File: config.mk
export PLATFORM = sky130hd
export DESIGN_NAME = imem_fetch_sequencer_flat
export DESIGN_NICKNAME = d
export VERILOG_FILES = /design/src/rtl/imem_fetch_sequencer_if.sv /design/src/rtl/imem_fetch_sequencer.sv /design/src/flat_wrapper.sv
export SDC_FILE = /design/constraint.sdc
export NUM_CORES = 1
export LEC_CHECK = 0
export CAP_MARGIN = 20
export CORE_ASPECT_RATIO = 1.2
export CORE_MARGIN = 10
export CORE_UTILIZATION = 40
export DETAILED_ROUTE_END_ITERATION = 16
export PLACE_DENSITY = 0.72
export SKIP_LAST_GASP = 1
export SYNTH_ARGS = -nofsm -noshare
export SYNTH_HDL_FRONTEND = slang
export SYNTH_SLANG_ARGS = --single-unit
File: constraint.sdc
create_clock -name clk_i -period 2.6 [get_ports clk_i]
set_input_delay 0.26 -clock clk_i [delete_from_list [all_inputs] [get_ports clk_i]]
set_output_delay 0.26 -clock clk_i [all_outputs]
set_load 0.01 [all_outputs]
File: src/rtl/imem_fetch_sequencer_if.sv
// Instruction-memory bus between the fetch sequencer (master) and the
// single-port instruction RAM (slave). Read data returns one cycle after
// imemRdEn; a write is performed on the edge that samples imemWrEn.
interface imem_fetch_sequencer_if #(
  parameter int ADDR_W = 10
) ();

  logic [ADDR_W-1:0] imemAddr;
  logic              imemRdEn;
  logic              imemWrEn;
  logic [31:0]       imemWrData;
  logic [31:0]       imemRdData;

  modport master (
    output imemAddr,
    output imemRdEn,
    output imemWrEn,
    output imemWrData,
    input  imemRdData
  );

  modport slave (
    input  imemAddr,
    input  imemRdEn,
    input  imemWrEn,
    input  imemWrData,
    output imemRdData
  );

endinterface

File: src/rtl/imem_fetch_sequencer.sv
// Instruction fetch sequencer with a boot-loader write port.
// IDLE/HALTED accept loads and Start; RUN streams sequential fetches.
// A one-entry hold register keeps the visible instruction stable while the
// consumer stalls, so a read already in flight when Stall rises is kept.
module imem_fetch_sequencer #(
  parameter logic [31:0] RESET_PC = 32'h0000_0000,
  parameter int          ADDR_W   = 10
) (
  input  logic                   clk_i,
  input  logic                   resetN_i,
  input  logic                   start_i,
  input  logic                   stall_i,
  input  logic                   branchTaken_i,
  input  logic [31:0]            branchTarget_i,
  input  logic                   halt_i,
  input  logic                   loadReq_i,
  input  logic [ADDR_W-1:0]      loadAddr_i,
  input  logic [31:0]            loadData_i,
  output logic                   loadGrant_o,
  output logic [31:0]            instrOut_o,
  output logic [31:0]            pcOut_o,
  output logic                   instrValid_o,
  output logic                   busy_o,
  imem_fetch_sequencer_if.master imem
);

  typedef enum logic [1:0] {
    IDLE   = 2'd0,
    RUN    = 2'd1,
    HALTED = 2'd2
  } state_t;

  state_t      state_q, state_d;
  logic [31:0] pc_q, pc_d;
  logic        rdPend_q, rdPend_d;
  logic [31:0] rdPc_q, rdPc_d;
  logic [31:0] holdInstr_q, holdInstr_d;
  logic [31:0] holdPc_q, holdPc_d;
  logic        holdValid_q, holdValid_d;
  logic        issue;
  logic        grant;
  logic        unusedTargetBits;

  // Branch targets are forced word-aligned, so the low bits are dropped.
  assign unusedTargetBits = ^branchTarget_i[1:0];

  // Next-state, fetch issue and load grant decisions for the current cycle.
  always_comb begin
    state_d     = state_q;
    pc_d        = pc_q;
    rdPend_d    = 1'b0;
    rdPc_d      = rdPc_q;
    holdInstr_d = holdInstr_q;
    holdPc_d    = holdPc_q;
    holdValid_d = holdValid_q;
    issue       = 1'b0;
    grant       = 1'b0;
    case (state_q)
      IDLE, HALTED: begin
        grant = loadReq_i;
        if (!loadReq_i && start_i) begin
          state_d     = RUN;
          pc_d        = RESET_PC;
          holdValid_d = 1'b0;
        end
      end
      RUN: begin
        if (rdPend_q) begin
          holdInstr_d = imem.imemRdData;
          holdPc_d    = rdPc_q;
          holdValid_d = 1'b1;
        end
        if (halt_i) begin
          state_d     = HALTED;
          holdValid_d = 1'b0;
        end else if (branchTaken_i) begin
          pc_d        = {branchTarget_i[31:2], 2'b00};
          holdValid_d = 1'b0;
        end else if (!stall_i) begin
          issue       = 1'b1;
          pc_d        = pc_q + 32'd4;
          rdPend_d    = 1'b1;
          rdPc_d      = pc_q;
          holdValid_d = 1'b0;
        end
      end
      default: begin
        state_d = IDLE;
      end
    endcase
    if (!resetN_i) begin
      issue = 1'b0;
      grant = 1'b0;
    end
  end

  // State and datapath registers with synchronous active-low reset.
  always_ff @(posedge clk_i) begin
    if (!resetN_i) begin
      state_q     <= IDLE;
      pc_q        <= RESET_PC;
      rdPend_q    <= 1'b0;
      rdPc_q      <= 32'd0;
      holdInstr_q <= 32'd0;
      holdPc_q    <= 32'd0;
      holdValid_q <= 1'b0;
    end else begin
      state_q     <= state_d;
      pc_q        <= pc_d;
      rdPend_q    <= rdPend_d;
      rdPc_q      <= rdPc_d;
      holdInstr_q <= holdInstr_d;
      holdPc_q    <= holdPc_d;
      holdValid_q <= holdValid_d;
    end
  end

  assign imem.imemRdEn   = issue;
  assign imem.imemWrEn   = grant;
  assign imem.imemAddr   = grant ? loadAddr_i : pc_q[ADDR_W+1:2];
  assign imem.imemWrData = loadData_i;

  assign loadGrant_o  = grant;
  assign busy_o       = (state_q == RUN);
  assign instrValid_o = (state_q == RUN) && (rdPend_q || holdValid_q);
  assign instrOut_o   = rdPend_q ? imem.imemRdData : holdInstr_q;
  assign pcOut_o      = rdPend_q ? rdPc_q : holdPc_q;

endmodule

File: src/flat_wrapper.sv
// flat-port wrapper written by rule: the top's interface ports become plain ports
module imem_fetch_sequencer_flat 
#(
  parameter logic [31:0] RESET_PC = 32'h0000_0000,
  parameter int          ADDR_W   = 10
)
  (clk_i, resetN_i, start_i, stall_i, branchTaken_i, branchTarget_i, halt_i, loadReq_i, loadAddr_i, loadData_i, loadGrant_o, instrOut_o, pcOut_o, instrValid_o, busy_o, imem_imemAddr, imem_imemRdEn, imem_imemWrEn, imem_imemWrData, imem_imemRdData);
  imem_fetch_sequencer_if #(.ADDR_W(ADDR_W)) imem_i ();
  input  logic clk_i;
  input  logic resetN_i;
  input  logic start_i;
  input  logic stall_i;
  input  logic branchTaken_i;
  input  logic [31:0] branchTarget_i;
  input  logic halt_i;
  input  logic loadReq_i;
  input  logic [ADDR_W-1:0] loadAddr_i;
  input  logic [31:0] loadData_i;
  output logic loadGrant_o;
  output logic [31:0] instrOut_o;
  output logic [31:0] pcOut_o;
  output logic instrValid_o;
  output logic busy_o;
  output wire logic [$bits(imem_i.imemAddr)-1:0] imem_imemAddr;
  output wire logic [$bits(imem_i.imemRdEn)-1:0] imem_imemRdEn;
  output wire logic [$bits(imem_i.imemWrEn)-1:0] imem_imemWrEn;
  output wire logic [$bits(imem_i.imemWrData)-1:0] imem_imemWrData;
  input wire logic [$bits(imem_i.imemRdData)-1:0] imem_imemRdData;
  assign imem_imemAddr = imem_i.imemAddr;
  assign imem_imemRdEn = imem_i.imemRdEn;
  assign imem_imemWrEn = imem_i.imemWrEn;
  assign imem_imemWrData = imem_i.imemWrData;
  assign imem_i.imemRdData = imem_imemRdData;
  imem_fetch_sequencer #(.RESET_PC(RESET_PC), .ADDR_W(ADDR_W)) u_core (.clk_i(clk_i), .resetN_i(resetN_i), .start_i(start_i), .stall_i(stall_i), .branchTaken_i(branchTaken_i), .branchTarget_i(branchTarget_i), .halt_i(halt_i), .loadReq_i(loadReq_i), .loadAddr_i(loadAddr_i), .loadData_i(loadData_i), .loadGrant_o(loadGrant_o), .instrOut_o(instrOut_o), .pcOut_o(pcOut_o), .instrValid_o(instrValid_o), .busy_o(busy_o), .imem(imem_i));
endmodule
* Yosys cells after proc, flatten, opt, wreduce, memory -nomap -nowiden
Cells that the tools add are included.
** Operators by class
- Mux-type cells :: 24
- Bitwise logic cells :: 3
- Equal/unequal tests :: 7
- Add/subtract/negate cells :: 1
- Reduce and logical (&&, ||, !) cells :: 11
** Operator list (count)
- $mux 32 :: 6
- $pmux 32 s2 :: 1
- $add 32x3->32 const B :: 1
- $mux 1 :: 12
- $mux 10 :: 1
- $reduce_and 4->1 :: 2
- $ne 5x4->1 const B :: 1
- $mux 2 :: 2
- $ne 2x2->1 const B :: 2
- $pmux 2 s2 :: 1
- $ne 3x3->1 const B :: 1
- $not 1->1 :: 3
- $reduce_and 3->1 :: 1
- $eq 2x1->1 const B :: 1
- $eq 2x2->1 const B :: 1
- $logic_and 1x1->1 :: 2
- $logic_not 2->1 :: 1
- $ne 2x1->1 const B :: 1
- $pmux 1 s2 :: 1
- $reduce_and 2->1 :: 1
- $reduce_bool 2->1 :: 1
- $reduce_or 2->1 :: 1
- $logic_not 1->1 :: 1
- $logic_or 1x1->1 :: 1
** Word-level totals
- Input port bits :: 113
- Output and inout bits :: 111
- Register bits :: 132

* Logic depth before layout (Yosys ltp)
- Word-level depth :: 5
- Depth in mapped cells :: 7

* Least setup slack after synthesis
OpenSTA, ideal clock, no wires.
- Path type :: register to register
- Start point :: reg u_core.pc_q[2]
- End point :: reg u_core.pc_q[20]
- Slack :: 587 ps
- Library setup time :: 75 ps
- Stages on the path, launching flop included :: 8
- Period minus slack after synthesis :: 2013 ps
- Arrival time :: 1938 ps
- Data required time :: 2525 ps
- Path through :: dfxtp_1 > ha_1 > nand3_2 > or2_1 > buf_6 > or3_4 > o41a_1 > o22ai_1
** On the way
- Cells in the longest elaborated chain, start to end :: 5
** RTL lines
- from (decl) :: line imem_fetch_sequencer.sv:34 : logic [31:0] pc_q, pc_d;
- from (signal assigned) :: line imem_fetch_sequencer.sv:109 : pc_q <= pc_d;
- $add 32x3->32 :: line imem_fetch_sequencer.sv:81 : pc_d = pc_q + 32'd4;
- $mux 32 :: line imem_fetch_sequencer.sv:79 : end else if (!stall_i) begin
- $mux 32 :: line imem_fetch_sequencer.sv:76 : end else if (branchTaken_i) begin
- $mux 32 :: line imem_fetch_sequencer.sv:73 : if (halt_i) begin
- $pmux 32 s2 :: line imem_fetch_sequencer.sv:58 : case (state_q)
No other way between the ends. The select of a mux whose other input is x is not followed.
A chain may end at the register's enable or synchronous reset.

* Worst setup path in the final report
- Start point :: in loadReq_i
- End point :: out imem_imemAddr[8]
** On the way
- Cells in the longest elaborated chain, start to end :: 3
** RTL lines
- from (decl) :: line flat_wrapper.sv:16 : input logic loadReq_i;
- $mux 1 :: line imem_fetch_sequencer.sv:58
- $mux 1 :: line imem_fetch_sequencer.sv:91 : if (!resetN_i) begin
- $mux 10 :: line imem_fetch_sequencer.sv:120 : assign imem.imemAddr = grant ? loadAddr_i : pc_q[ADDR_W+1:2];
- to (decl) :: line flat_wrapper.sv:24 : output wire logic [$bits(imem_i.imemAddr)-1:0] imem_imemAddr;
No other way between the ends.

==> impl_metrics.py <==
metrics = {
    "logic_synthesis": {
        "synthCells": 840,
        "async_reset_ff_share_pct": 0,
        "synth_area_mm2": 0.006501,
        "synth_edf_count": 0,
        "avgSynthCellArea_um2": 7.740,
        "synth_cell_types": 58,
        "synth_flop_cell": "dfxtp_1",
        "synth_seq_area_share_pct": 39.41,
        "yosysWarnings": 0,
        "synth-seq-cells": 128,
        "syn_nets": 954,
    },
    "floorplan": {
        "die-height_um": 159.7,
        "die_width_um": 136.4,
        "io_pins": 224,
        "row_count": 51,
        "initial_utilization_pct": 40.43,
        "coreArea_mm2": 0.01608,
        "dieArea_mm2": 0.02177,
    },
    "sta": {
        "slew_violations": 0,
        "setup_tns_ns": 0,
        "fmax_ghz": 0.4025,
        "slew_headroom_pct": 62.60,
        "skew_ns": 0.009133,
        "setup_violations": 0,
        "finalCritPeriodShare_pct": 95.55,
        "tightest_slew_ns": 0.5597,
        "hold_viol_final": 0,
        "rsz0062_at_grt": "false",
        "fin_crit_ns": 2.484,
    },
    "clock_network": {
        "post_cts_resized": 0,
        "cts_sinks": 128,
        "postCtsSetupBuffers": 0,
        "postCtsHoldBufs": 0,
        "clock_path_buffers": 2,
        "cts_root_buf": "clkbuf_16",
        "cts_inserted_buffers": 17,
        "clock_latency_ns": 0.42,
        "clk_pin_slew_ns": 0.06,
        "cts.htree.levels": 4,
        "cts_tree": "built",
    },
    "routing": {
        "dr.pass1.iters": 5,
        "vias_per_cell": 5.305,
        "wl_um": 19990,
        "num_vias": 6201,
        "wl_met3_um": 1461,
        "initialDrtViolationCount": 450,
        "wl_per_cell_um": 17.10,
        "drt-met1-wl_um": 8125,
        "dr_wl_met2_um": 9923,
        "top_layer_used": "met4",
        "post-route-drc-count": 0,
        "ant_nets": 0,
    },
    "layout": {
        "area_delta_synth_final_pct": 34.06,
        "nets": 1058,
        "drive_gt1_share_pct": 13.58,
        "diodes": 0,
    },
    "critical_path": {
        "path_class": "in2out",
        "worstSetupEndpointType": "output port",
        "crit_required_ns": 2.34,
        "critical_path.startpoint_type": "primary input",
        "crit_chain": "clkdlybuf4s50_1, inv_1, or3_1, inv_1, nand2_1, o21ai_0, clkdlybuf4s50_1",
        "crit_buf_inv": 4,
        "slowest_delay_ns": 0.61,
        "path_delay_family": "buffers and inverters",
        "crit_path_top_delay_cell": "clkdlybuf4s50_1",
        "cp_data_arrival_time_ns": 2.22,
        "path_max_fanout": 3,
    },
    "placed_design": {
        "finalWeightedCongestion": 0.8692,
        "hpwl_um": 14060,
        "place.port_buffers": 157,
    },
    "power_and_ir_drop": {
        "power_density_mw_per_mm2": 550.1,
        "p_leak_nw": 3.096,
        "vdd_drop_max_uv": 493.1,
        "power_frac_clock_pct": 51.9,
        "seq_power_share_pct": 41.3,
        "total_power_w": 0.004795,
        "combPwrFrac_pct": 6.8,
        "p_sw_share_pct": 22.94,
        "internal-power_w": 0.003694,
        "p_switching_w": 0.001100,
    },
    "global_route": {
        "grt_overflow_total": 0,
        "antenna_found_initial": 0,
        "grt_start_max_net_pins": 106,
        "grt_pass1_vias": 6053,
        "grt_first_pass_wirelength_um": 32000,
        "gr-usage-all-layers_pct": 18.08,
    },
    "run": {
        "max_cap_viol_count": 0,
    },
    "run_status": {
        "status": "finished clean",
    },
    "min_path": {
        "min_path_type": "in2reg",
    },
}
-- path summary, 6_finish.rpt --
path | to | depth (start not counted) | slack, ns | startpoint
min | u_core.holdInstr_q[5]$_SDFFE_PN0P_ | 3 | 0.42 | imem_imemRdData[5]
max | imem_imemAddr[8] | 7 | 0.12 | loadReq_i
min reg2reg | u_core.holdInstr_q[2]$_SDFFE_PN0P_ | 2 | 0.45 | u_core.holdInstr_q[2]$_SDFFE_PN0P_
max reg2reg | u_core.pc_q[20]$_SDFFE_PN0P_ | 5 | 0.49 | u_core.pc_q[5]$_SDFFE_PN0P_
-- state kept, by name (all words and copies together) (netlist names) --
signal and flops:
u_core.pc_q 30, u_core.rdPc_q 30, u_core.rdPend_q 1, u_core.holdInstr_q 32
u_core.holdValid_q 1, u_core.holdPc_q 32, u_core.state_q 2
-- cell usage after synthesis (all sizes together), types with 10 or more instances --
cell | n | area [um^2]
a31oi | 15 | 93.84
o21ai | 15 | 75.07
nor3 | 13 | 65.06
nand4 | 12 | 81.33
a21boi | 15 | 112.6
nand3 | 10 | 55.05
and3 | 17 | 107.6
buf | 43 | 304.0
clkbuf | 55 | 206.5
a21oi | 103 | 515.5
nor2 | 21 | 78.83
mux2 | 62 | 698.2
dfxtp | 128 | 2562
nand2 | 248 | 930.9
-- power by group through the flow --
stage                     Combinational (W)  Sequential [W]  Clock, W
final                              0.000328         0.00198   0.00249
after CTS                          0.000322         0.00198   0.00254
after global routing               0.000353         0.00198   0.00261
after global placement             0.000319         0.00202         0
after detailed placement           0.000320         0.00202         0
after floorplan                    0.000174         0.00202         0
-- cells by family after synthesis --
group | synth area share [%]
compound gates | 16.61
flops | 39.41
fa+ha+maj | 0.1924
mux | 10.89
xor+xnor | 0.9431
simple gates | 23.58
buf+inv | 8.372
-- final cells by class --
class,count,area (um^2)
fillers,1540,7365
multi-input cells,605,3398
flip-flops and latches,128,2564
repair buffers,183,1837
clock buffers,18,439.2
well taps,212,265.3
clock inverters,14,178.9
inverters,9,33.78
-- per-layer routing --
layer / vias up / track usage [%]
met1: 2872 / 20.91
met5: - / 0
met2: 227 / 30.44
met4: 0 / 6.984
li1: 3064 / -
met3: 38 / 5.367
-- worst min-delay path, cell delays in order --
cell and delay (ns):
clkdlybuf4s50_1 0.42, nand2_1 0.06, a21oi_1 0.05
-- layout by cell type, fill, tap and decap left out, drive strengths merged, types with 9 or more instances in the layout --
cell | Yosys | routed
nor3 | 13 | 13
buf | 43 | 26
nand3 | 10 | 10
mux2 | 62 | 62
clkbuf | 55 | 18
inv | 8 | 14
a21boi | 15 | 15
o21ai | 15 | 15
dfxtp | 128 | 128
nand2 | 248 | 248
a31oi | 15 | 15
nand4 | 12 | 12
and3 | 17 | 17
nor2 | 21 | 21
clkdlybuf4s50 | 0 | 157
a21oi | 103 | 103
o22ai | 9 | 9
-- through the flow --
step                      setup slack (ns)  util, %  hold slack (ns)  area, um^2  std cells
after floorplan                     0.5869        -           0.3960        6501        840
after global placement              0.1307    50.19           0.4395        8070       1136
after detailed placement            0.1108    50.19           0.4452        8070       1136
after CTS                          0.07927    54.03           0.4050        8688       1168
after global routing             0.0006026    54.20           0.4373        8716       1169
final                               0.1158    54.20           0.4188        8716       1169
(Power assumes the default switching activity.)
==> variant 1, RTL diff (same flow settings) <==
`holdInstr_q` and `holdPc_q` no longer have a reset.
--- a/src/rtl/imem_fetch_sequencer.sv
+++ b/src/rtl/imem_fetch_sequencer.sv
@@ -102,6 +102,4 @@
       rdPend_q    <= 1'b0;
       rdPc_q      <= 32'd0;
-      holdInstr_q <= 32'd0;
-      holdPc_q    <= 32'd0;
       holdValid_q <= 1'b0;
     end else begin
@@ -110,8 +108,11 @@
       rdPend_q    <= rdPend_d;
       rdPc_q      <= rdPc_d;
-      holdInstr_q <= holdInstr_d;
-      holdPc_q    <= holdPc_d;
       holdValid_q <= holdValid_d;
     end
+  end
+
+  always_ff @(posedge clk_i) begin
+    holdInstr_q <= holdInstr_d;
+    holdPc_q    <= holdPc_d;
   end
 
Behaviour: differs if resetN_i is asserted again (counterexample within 4 cycles, from zero or initial values and one cycle with resetN_i low); with resetN_i held inactive, the same outputs for 4 cycles.
==> variant 1 against the original RTL <==
  * Power rose by 1.3%
  * Final cell count fell by 17%
  * Via count down 17%
  * Design area down 2.8%
  * First-iteration DRC count decreased by 22%
  * Largest power group unchanged
  * Setup slack better by 0.10 ns
  * Area after synthesis fell by 3.5%
  * Wire length is 11% lower
  * Largest cell class is now sequential cells
  * Sequential cell count stayed put
  * Count of clock-buffer cells in the layout grew 3
  * Utilization grew 0.40 points
  * Global-route usage is 1.4 points lower
  * Sequential share of layout area up 8.4 points
==> variant 1: results (changes against the original RTL) <==
metric;value;unit;change
drt initial violations;351;;-22%
net count reported at finish;869;;-18%
leakage;2.94;nW;-5.0%
Worst-path clk slew;0.06;ns;about the same
Root Driver;clkbuf_16;;
Area after DPL;7920;sq um;-1.9%
Fillers;1414;;-8.2%
critical path's slowest cell;clkdlybuf4s50_1;;
fraction of layout cells with a size suffix above 1;16.8;%;+3.2 points
worst skew pair latency;0.41;ns;
largest net degree at the start of global routing;67;;-37%
vias in the first global route;5235;;-14%
met2 wire length;9050;um;-8.8%
commonest cells in the netlist;nand2_1, dfxtp_1, edfxtp_1;;
met3 WL;1020;um;-31%
Data required, critical path;2.34;ns;about the same
Post-DP HPWL;12800;um;-8.7%
first-pass GRT wire length;28400;um;-11%
total routed wirelength;17900;um;-11%
Slew HR;68.5;%;+5.9 points
clk_skew;0.00439;ns;-0.00474 ns
Post-synth EDFFs;64;;+64
Final WS setup;0.220;ns;+0.104 ns
Metal-1 WL;7490;um;-7.8%
H-tree levels;4;;unchanged
dpl ws;0.128;ns;+0.0167 ns
distinct cell type count after synthesis;57;;-1.7%
crit-path max FO;6;;+3
global placement routability congestion;0.854;;-1.8%
GRT Util Overall;16.7;%;-1.4 points
Peak VDD IR;393;uV;-20%
sequential fraction of the synthesis area;51.0;%;+12 points
Post-CTS Setup Repair Bufs;0;;unchanged
outcome;finished clean;;
CP top delay family;simple AND/OR/NAND/NOR gates;;
largest buffer count on any clock path;2;;unchanged
vias per inst;5.29;;-0.20%
Hold Crit Class;reg -> reg;;
slowest stage delay, CP;0.55;ns;-0.06 ns
drt first pass iters;5;;unchanged
top area cells in the synthesized netlist;edfxtp_1, dfxtp_1, mux2_2, nand2_1, a21oi_1;;
syn nets;741;;-22%
synth warn;0;;unchanged
-- variant 1: worst paths after layout --
path,from,to,slack (ns),cells after the start
setup reg to reg,u_core.pc_q[10],u_core.pc_q[21],0.47,5
hold reg to reg,u_core.rdPc_q[25],u_core.rdPc_q[25],0.45,2
hold / removal,u_core.rdPc_q[25],u_core.rdPc_q[25],0.45,2
setup / recovery,u_core.state_q[0],imem_imemRdEn,0.22,5
-- variant 1: where the power goes --
group / internal, mW / switching, mW / leakage (nW)
registers: 2.17 / 0.0183 / 1.10
logic: 0.253 / 0.204 / 1.57
clock network: 1.35 / 0.864 / 0.266
-- variant 1: tightest hold or removal path, stage by stage, from the launching register on --
cell and delay (ns):
dfxtp_1 0.30, nand2_1 0.05, a21oi_1 0.05
-- variant 1: metrics by stage --
stage          cells  hold WS [ns]
5_1_grt          976         0.472
2_1_floorplan    627         0.399
3_5_place_dp     943         0.445
4_1_cts          975         0.455
3_3_place_gp     943         0.441
6_report         976         0.453
-- variant 1: kinds of logic (layout without fill, tap and decap cells) --
group                    after synthesis  count (layout)  synth area share [%]
AO/OA/AOI/OAI                        118             118                  11.5
XOR/XNOR                               8               8                  1.12
adder cells (fa/ha/maj)                1               1                 0.199
buffers and inverters                 89             230                  7.58
flip-flops                           128             128                  51.0
multiplexers                          65              65                  11.6
AND/OR/NAND/NOR                      218             218                  16.9
-- variant 1: metal layers --
layer  GRT usage, %  vias to the layer above
li1               -                     2480
met1           20.3                     2491
met2           28.2                      166
met3           4.08                       30
met4           5.71                        0
met5              0                        -
-- variant 1: final cells by class --
type	instances	area (sq um)	area share, %
clock buffers	21	460	5.44
repair buffers	183	1800	21.3
well taps	208	260	3.07
inverters	15	56.3	0.665
multi-input cells	410	2600	30.7
clock inverters	11	90.1	1.06
flip-flops and latches	128	3200	37.8
==> variant 2, RTL diff (config.mk and constraints unchanged) <==
Without the edit above. `ADDR_W` is set to 10 in 3 places; all go to 9.
--- a/src/rtl/imem_fetch_sequencer_if.sv
+++ b/src/rtl/imem_fetch_sequencer_if.sv
@@ -3,5 +3,5 @@
 // imemRdEn; a write is performed on the edge that samples imemWrEn.
 interface imem_fetch_sequencer_if #(
-  parameter int ADDR_W = 10
+  parameter int ADDR_W = 9
 ) ();
 
--- a/src/rtl/imem_fetch_sequencer.sv
+++ b/src/rtl/imem_fetch_sequencer.sv
@@ -5,5 +5,5 @@
 module imem_fetch_sequencer #(
   parameter logic [31:0] RESET_PC = 32'h0000_0000,
-  parameter int          ADDR_W   = 10
+  parameter int          ADDR_W   = 9
 ) (
   input  logic                   clk_i,
--- a/src/flat_wrapper.sv
+++ b/src/flat_wrapper.sv
@@ -3,5 +3,5 @@
 #(
   parameter logic [31:0] RESET_PC = 32'h0000_0000,
-  parameter int          ADDR_W   = 10
+  parameter int          ADDR_W   = 9
 )
   (clk_i, resetN_i, start_i, stall_i, branchTaken_i, branchTarget_i, halt_i, loadReq_i, loadAddr_i, loadData_i, loadGrant_o, instrOut_o, pcOut_o, instrValid_o, busy_o, imem_imemAddr, imem_imemRdEn, imem_imemWrEn, imem_imemWrData, imem_imemRdData);
Ports: changed (resized imem_imemAddr and loadAddr_i); port bits go from 224 to 222. The function was not compared with the original's and may differ.
==> variant 2 against the original RTL <==
  * Sequential cell count unchanged
  * Power decreased by 4.8%
  * Design area increased by 1.1%
  * Area after synthesis increased by 2.1%
  * Fmax increased by 4.0%
  * Die area increased by 1.8%
  * Clock power decreased by 9.6%
  * Non-clock buffer count increased by 10
  * First-iteration DRC count increased by 21%
  * Highest routed layer unchanged
  * Largest cell class unchanged
  * Wire length increased by 2.4%
  * Setup slack improved by 0.095 ns
==> variant 2: results (changes against the original RTL) <==
metric;value;unit;change
total routed wirelength;20500;um;+2.4%
Metal-1 WL;8680;um;+6.9%
global placement routability congestion;0.901;;+3.6%
crit-path max FO;10;;+7
placed insts;1142;;+0.53%
Slew @ Worst Pin;0.821;ns;+0.261 ns
non-filler cells, final;1174;;+0.43%
GRT Util Overall;17.7;%;-0.35 points
Synth Area in Compound Gates;17.1;%;+0.47 points
first-pass GRT wire length;32100;um;+0.17%
met3 WL;1420;um;-2.8%
commonest cells in the netlist;nand2_1, dfxtp_1, a21oi_1;;
Critical Path AT;2.13;ns;-0.09 ns
vias per inst;5.44;;+2.5%
Port Buffers;155;;-1.3%
CP startpoint;resetN_i;;
Peak VDD IR;416;uV;-16%
Worst R2R Setup Slack;0.32;ns;-0.17 ns
R2R depth;4;;-1
switch share;23.2;%;+0.21 points
mux cell area share after synthesis;12.2;%;+1.3 points
synthesized instance count;838;;-0.24%
leakage;3.05;nW;-1.5%
fraction of layout cells with a size suffix above 1;16.0;%;+2.4 points
Area after DPL;8240;sq um;+2.1%
vias in the first global route;6078;;+0.41%
outcome;finished clean;;
syn nets;951;;-0.31%
largest net degree at the start of global routing;78;;-26%
CP endpoint;imem_imemAddr[1];;
met2 wire length;10100;um;+1.6%
slowest stage delay, CP;0.54;ns;-0.07 ns
sequential fraction of the synthesis area;38.6;%;-0.80 points
==> variant 2: cell count changes in the layout (fill, tap and decap cells not counted), sizes merged, moves of 5 or more <==
cell,unedited run,this run
a21boi,15,2
buf,26,38
o22ai,9,2
mux2,62,72
or4,1,7
nand2,248,221
nand3,10,24
o21ai,15,10
a31oi,15,9
inv,14,7
and4,1,6
==> variant 2: metrics by stage <==
stage	power [mW]	hold WS, ns	setup slack (ns)	utilization, %
after floorplan	2.20	0.396	0.536	-
final	4.56	0.425	0.211	54.2
after global placement	2.35	0.439	0.0783	50.6
after CTS	4.60	0.411	0.0488	54.1
after detailed placement	2.35	0.444	0.0528	50.6
after global routing	4.74	0.434	0.166	54.2
==> variant 2: metal layers <==
metal | GRT usage [%] | vias to the layer above
met5 | 0 | -
met4 | 6.19 | 0
met3 | 4.19 | 30
met2 | 29.7 | 238
met1 | 21.5 | 2975
li1 | - | 3143
==> variant 2: final cells by class <==
cell class / count / area share, %
multi-input cells: 601 / 40.1
flip-flops and latches: 128 / 29.1
repair buffers: 193 / 21.0
clock buffers: 19 / 5.14
well taps: 212 / 3.01
clock inverters: 13 / 1.31
inverters: 8 / 0.355
==> variant 2: worst min-delay path by stage <==
stage                             endpoint  depth (start not counted)                   from  slack, ns
CTS                 u_core.holdInstr_q[22]                          3    imem_imemRdData[22]       0.41
global placement       u_core.holdPc_q[28]                          2    u_core.holdPc_q[28]       0.44
finish              u_core.holdInstr_q[31]                          3    imem_imemRdData[31]       0.42
global route        u_core.holdInstr_q[18]                          3    imem_imemRdData[18]       0.43
floorplan            u_core.holdInstr_q[0]                          2     imem_imemRdData[0]       0.40
detailed placement   u_core.holdInstr_q[6]                          2  u_core.holdInstr_q[6]       0.44
